--- src/rtl/fire_fifo_param.sv ---
// fire_fifo_param -- parameterised first-word-fall-through FIFO for neuron fire tags.
//
// Parameters:
//   TAG_W     width of each fire tag (neuron index), >= 1
//   DEPTH     number of entries, power of two, >= 2
//   AF_THRESH occupancy at which almost_full asserts, 1..DEPTH
//
// Ports:
//   clk          single clock, rising edge
//   asyn_reset   synchronous active-high reset (the name is historical)
//   enq / in_tag push in_tag this cycle
//   deq          pop the head entry this cycle
//   flush        discard every entry; enq/deq in the same cycle are dropped
//   clr_err      clear the sticky overflow/underflow flags
//   out_tag      head entry (combinational), all-zero when empty
//   full, empty, almost_full, count  occupancy status, decoded from registered count
//   overflow     sticky: an enq was dropped because the FIFO was full
//   underflow    sticky: a deq was ignored because the FIFO was empty
module fire_fifo_param #(
    parameter int TAG_W     = 8,
    parameter int DEPTH     = 16,
    parameter int AF_THRESH = DEPTH - 2,
    localparam int CNT_W    = $clog2(DEPTH) + 1
) (
    input  logic             clk,
    input  logic             asyn_reset,
    input  logic             enq,
    input  logic             deq,
    input  logic [TAG_W-1:0] in_tag,
    input  logic             flush,
    input  logic             clr_err,
    output logic [TAG_W-1:0] out_tag,
    output logic             full,
    output logic             empty,
    output logic             almost_full,
    output logic [CNT_W-1:0] count,
    output logic             overflow,
    output logic             underflow
);

    localparam int PTR_W = $clog2(DEPTH);

    logic [TAG_W-1:0] mem [DEPTH];
    logic [PTR_W-1:0] wr_ptr;
    logic [PTR_W-1:0] rd_ptr;

    logic do_enq;
    logic do_deq;
    logic ovf_evt;
    logic unf_evt;

    // Status is decoded from the registered count only, so no input reaches
    // these outputs combinationally.
    assign full        = (count == CNT_W'(DEPTH));
    assign empty       = (count == '0);
    assign almost_full = (count >= CNT_W'(AF_THRESH));
    assign out_tag     = empty ? '0 : mem[rd_ptr];

    // A full FIFO still accepts an enq when a deq frees the head slot in the
    // same cycle. An enq on an empty FIFO is accepted even if the deq is not.
    assign do_deq  = deq && !empty && !flush;
    assign do_enq  = enq && (!full || deq) && !flush;
    assign ovf_evt = enq && full && !deq && !flush;
    assign unf_evt = deq && empty && !flush;

    // Storage carries no reset; out_tag masks it while empty.
    always_ff @(posedge clk) begin
        if (!asyn_reset && do_enq)
            mem[wr_ptr] <= in_tag;
    end

    // Pointers are PTR_W bits wide and DEPTH is a power of two, so the
    // increment wraps DEPTH-1 -> 0 naturally.
    always_ff @(posedge clk) begin
        if (asyn_reset) begin
            wr_ptr <= '0;
            rd_ptr <= '0;
            count  <= '0;
        end else if (flush) begin
            wr_ptr <= '0;
            rd_ptr <= '0;
            count  <= '0;
        end else begin
            if (do_enq)
                wr_ptr <= wr_ptr + PTR_W'(1);
            if (do_deq)
                rd_ptr <= rd_ptr + PTR_W'(1);
            case ({do_enq, do_deq})
                2'b10:   count <= count + CNT_W'(1);
                2'b01:   count <= count - CNT_W'(1);
                default: count <= count;
            endcase
        end
    end

    // Sticky error flags: a new event in the same cycle as clr_err wins.
    // Flush never raises an event (its enq/deq are discarded) but does not
    // block clr_err either.
    always_ff @(posedge clk) begin
        if (asyn_reset) begin
            overflow  <= 1'b0;
            underflow <= 1'b0;
        end else begin
            overflow  <= (overflow  && !clr_err) || ovf_evt;
            underflow <= (underflow && !clr_err) || unf_evt;
        end
    end

endmodule

--- config.mk ---
export PLATFORM = sky130hd
export DESIGN_NAME = fire_fifo_param
export DESIGN_NICKNAME = d
export VERILOG_FILES = /design/src/rtl/fire_fifo_param.sv
export SDC_FILE = /design/constraint.sdc
export NUM_CORES = 1
export LEC_CHECK = 0
export ABC_CLOCK_PERIOD_IN_PS = 3610
export BUFFER_PORTS_ARGS = -buffer_cell sky130_fd_sc_hd__buf_2
export CORE_UTILIZATION = 60
export CTS_CLUSTER_DIAMETER = 100
export DETAILED_ROUTE_END_ITERATION = 10
export PLACE_DENSITY = 0.78
export SETUP_SLACK_MARGIN = 0.2
export SLEW_MARGIN = 40
export SYNTH_ARGS = -nofsm -noshare
export SYNTH_HDL_FRONTEND = slang
export SYNTH_SLANG_ARGS = --single-unit
--- constraint.sdc ---
create_clock -name clk -period 3.61 [get_ports clk]
set_input_delay 0.722 -clock clk [delete_from_list [all_inputs] [get_ports clk]]
set_output_delay 0.722 -clock clk [all_outputs]
set_load 0.005 [all_outputs]
==> summary by stage <==
Pwr
In this run, the combinational gates consume between 2 and 2.5% of the power. The largest vdd supply drop is approximately 0.32 mV. In this run, flip-flops and latches consume between 50% and 60% of the power.

The switching share of power is between 20% and 30%. For this design the static power due to leakage is 2.314 nW. The clock share of power is 47.0%. Cell internal power was estimated by the tool at approximately 0.0029 W.

The power spent charging and discharging nets is roughly 0.00076 W. The cell area power density is approximately 530 nW/um2.

Worst setup path
For flop-to-flop paths, the worst setup slack is 0.72 ns. The critical path start-end classification is reg -> out. The worst setup path is captured at an output port.

The startpoint identified for the worst register-to-register timing path is count[0]$_SDFFE_PP0P_. In this run the critical register-to-register path is captured at count[4]$_SDFFE_PP0P_. STA puts the critical path data required time at 2.89 ns.

Of all nets on the critical path, the largest fanout is 18. STA classifies the critical path startpoint as a flop. STA puts the critical path data arrival time at around 2.5 ns.

The depth of the worst register-to-register path is 9.

Min path
The worst hold path terminates at overflow$_SDFF_PP0_. The worst hold path begins at asyn_reset. The tightest min-delay check is of the in -> reg type. Counting instances, the worst hold path has a depth of 2.

CTS
The maximum count of clock buffers along a single path is 2. Clock tree synthesis found a total of around 150 sinks. The hold buffer count at CTS is 0. The clock latency on the worst-skew pair is around 0.52 ns. Clock tree synthesis selected as its root buffer the cell sky130_fd_sc_hd__clkbuf_8. The TritonCTS clock tree is yes. The number of clock buffers added by TritonCTS is 17. The clock-pin transition on the worst setup and hold timing paths is ~0.070 ns. CTS built an H-tree with a depth of 4.

STA
The number of hold-slack violations in the final timing report is 0. Setup repair after global routing left no endpoint under its margin. The final worst-path cycle share is roughly 88%. The count of pins over their slew limit is 0. The post-route minimum period is roughly 3.2 ns.

The clock skew is 0.01093 ns. Headroom to the max-slew limit came out at between 50% and 60%. For the final routed database, the setup TNS stands at 0 ns.

Setup violations remaining at the end of the flow were counted as 0. Derived from the worst setup path, the maximum achievable clock frequency is approximately 320 MHz. At the pin with the least slew margin, the transition time is approximately 0.63 ns.

Across all setup checks in the final design, the least slack found is approximately 0.44 ns.

Floorplan
The region available for standard cell placement spans about 9400 um2. The vertical die dimension is 101.6 um. The die boundary width is approximately 100 um. The die footprint is about 10000 um2. 32 I/O pins were placed. The initial utilization of the core area, before any placement, comes to between 60% and 70%. The number of cell rows is 35.

Synth
The synthesized netlist occupies a cell area of 5953 um2. The number of warnings reported in the yosys synthesis log is 0. The synthesized design contains 147 register bits. The number of different library cells used by synthesis comes to 37. The most instantiated flip-flop cell in the synthesis netlist is sky130_fd_sc_hd__edfxtp_1. The register area share after synthesis is 70.95%. Dividing the synthesized area by the synthesized cell count gives between 15 and 20 um2. In the synthesized netlist, the number of instances is 330.

The count of flip-flops with a built-in enable after synthesis is about 130. The number of nets in the synthesized netlist is 354. Counting flops with an async set or reset pin after synthesis yields a share of 0%.

Global routing
The first global-routing pass estimated about 17000 um of wire. The combined global-route utilization of all metal layers is 23.40%. The initial antenna violation count came to 0.

Entering global routing, the biggest net connects 33 pins. For this run the aggregate overflow at the end of global routing stands at 0. The via count of the first global-routing pass is about 3200.

Final layout
The post-route netlist has between 30% and 40% of its cells at a drive strength greater than 1. 0 antenna diodes ended up in the layout. The final layout net count is between 400 and 500. The area growth from synthesis to final layout is 16.20%.

Routing
The average routed wire per standard cell is 20.39 um. The final wirelength is roughly 11000 um. The remaining routing DRC violations is 0. The remaining antenna violation count is 0. The count of TritonRoute iterations in the first routing pass is 5. Using the TritonRoute via totals, the vias-per-cell ratio works out to ~6.0.

The number of vias in the routed layout is about 3200. After the first detailed-routing iteration, the DRC count stood at approximately 210.

Outcome
The run finished with clean final reports.

Placed design
Port buffering added 31 buffers. At the placement stage, the worst setup path has a slack of approximately 0.74 ns. The placer congestion estimate is between 0.7 and 0.8.

The detailed-placement wirelength estimate is roughly 6700 um.

Job
The tool flagged a number of max-cap violations equal to 0.
## Yosys cell counts, drive strengths merged (5+ instances only)
library cell    n  area [um2]
inv             5       18.77
nor2           15       58.81
dfxtp          19       380.4
buf            14       76.33
edfxtp        128        3844
nor3           13       65.06
nand2b          6       37.54
ha              9       112.6
nand2           5       18.77
nor2b          10       62.56
mux2i          10       100.1
nand3           7       35.03
clkbuf          6       22.52
a211oi         17       127.6
mux4           32       720.7
## registers in the layout, summed over array words and instances (netlist names), named ones only
signal and count:
underflow 1, count 5, overflow 1, rd_ptr 4, mem 128, wr_ptr 4
## layout make-up
| type | count | area (um2) |
|---|---|---|
| clock buffer | 17 | 414.1 |
| clock inverter | 15 | 171.4 |
| fill | 568 | 2497 |
| inverter | 5 | 18.77 |
| multi-input combinational | 158 | 1612 |
| sequential | 147 | 4228 |
| tap | 129 | 161.4 |
| timing repair buffer | 52 | 312.8 |
## worst max-delay path by stage
stage	cells after the start	end	slack, ns
2_1_floorplan	10	count[4]$_SDFFE_PP0P_	0.96
3_3_place_gp	5	out_tag[4]	0.81
3_5_place_dp	5	out_tag[4]	0.74
4_1_cts	5	out_tag[4]	0.39
5_1_grt	5	out_tag[5]	0.31
6_report	5	out_tag[4]	0.44
## through the flow
stage	total power [W]	util, %	std cells	hold slack, ns	area, um2
finish	0.003641	73.48	523	0.4496	6918
global route	0.003742	73.48	523	0.4568	6918
CTS	0.003661	73.48	523	0.4360	6918
detailed placement	0.001968	67.23	491	0.4934	6330
global placement	0.001964	67.23	491	0.5000	6330
floorplan	0.001927	-	330	0.4587	5953
## per-layer routing
| metal | share of wire, % | GRT usage, % | wire length (um) | up-vias |
|---|---|---|---|---|
| li1 | - | - | - | 1440 |
| met1 | 40 | 28.72 | 4297 | 1583 |
| met2 | 53 | 39.86 | 5600 | 116 |
| met3 | 5.2 | 6.625 | 559 | 19 |
| met4 | 1.9 | 8.473 | 207 | 0 |
| met5 | 0 | 0 | 0 | - |
## layout by cell type (no fill, tap or decap), types with 2 or more instances in the layout
cell type                      n
sky130_fd_sc_hd__clkinvlp_4    2
sky130_fd_sc_hd__a211oi_1     17
sky130_fd_sc_hd__dfxtp_1      18
sky130_fd_sc_hd__edfxtp_1    128
sky130_fd_sc_hd__nand3_1       7
sky130_fd_sc_hd__xor2_1        4
sky130_fd_sc_hd__inv_6         6
sky130_fd_sc_hd__nor2_1       14
sky130_fd_sc_hd__a22oi_1       2
sky130_fd_sc_hd__nor4_1        4
sky130_fd_sc_hd__inv_8         2
sky130_fd_sc_hd__clkinv_4      2
sky130_fd_sc_hd__nand2b_1      6
sky130_fd_sc_hd__o21ai_0       2
sky130_fd_sc_hd__o211ai_1      3
sky130_fd_sc_hd__nor3_1       13
sky130_fd_sc_hd__xnor2_1       2
sky130_fd_sc_hd__or4_1         3
sky130_fd_sc_hd__mux4_2       32
sky130_fd_sc_hd__ha_1          9
sky130_fd_sc_hd__clkbuf_16    16
sky130_fd_sc_hd__buf_4        21
sky130_fd_sc_hd__mux2i_1      10
sky130_fd_sc_hd__nor2b_1      10
sky130_fd_sc_hd__bufinv_16     2
sky130_fd_sc_hd__nand2_1       5
sky130_fd_sc_hd__a21oi_1       4
sky130_fd_sc_hd__inv_1         5
sky130_fd_sc_hd__buf_2        31
## what timing repair did
item                       4_1_cts  5_1_grt
setup endpoints to repair        2        0
gates resized for setup          1        0
buffers inserted                 0        0
## logic make-up (layout without fill, tap and decap cells)
group	count (synthesis)	count (layout)	share of synthesized area (%)
flip-flops	147	147	70.95
AND/OR/NAND/NOR	67	67	5.990
multiplexers	42	42	13.79
AO/OA/AOI/OAI	33	33	4.182
buffers and inverters	25	89	1.976
adder cells (fa/ha/maj)	10	10	2.228
XOR/XNOR	6	6	0.8827
## critical path: stages (launching register included)
cell and delay [ns]:
sky130_fd_sc_hd__dfxtp_4 0.58, sky130_fd_sc_hd__buf_4 0.27, sky130_fd_sc_hd__mux4_2 0.51, sky130_fd_sc_hd__a211oi_1 0.31, sky130_fd_sc_hd__a211oi_1 0.09, sky130_fd_sc_hd__buf_2 0.16
## power groups by stage
stage	Clock, W	Combinational [W]	Sequential [W]
finish	0.00171	0.0000784	0.00185
global route	0.00180	0.0000866	0.00185
CTS	0.00173	0.0000793	0.00185
detailed placement	0	0.0000792	0.00189
global placement	0	0.0000755	0.00189
floorplan	0	0.0000377	0.00189
No activity file was read; power rests on OpenSTA's default activity.
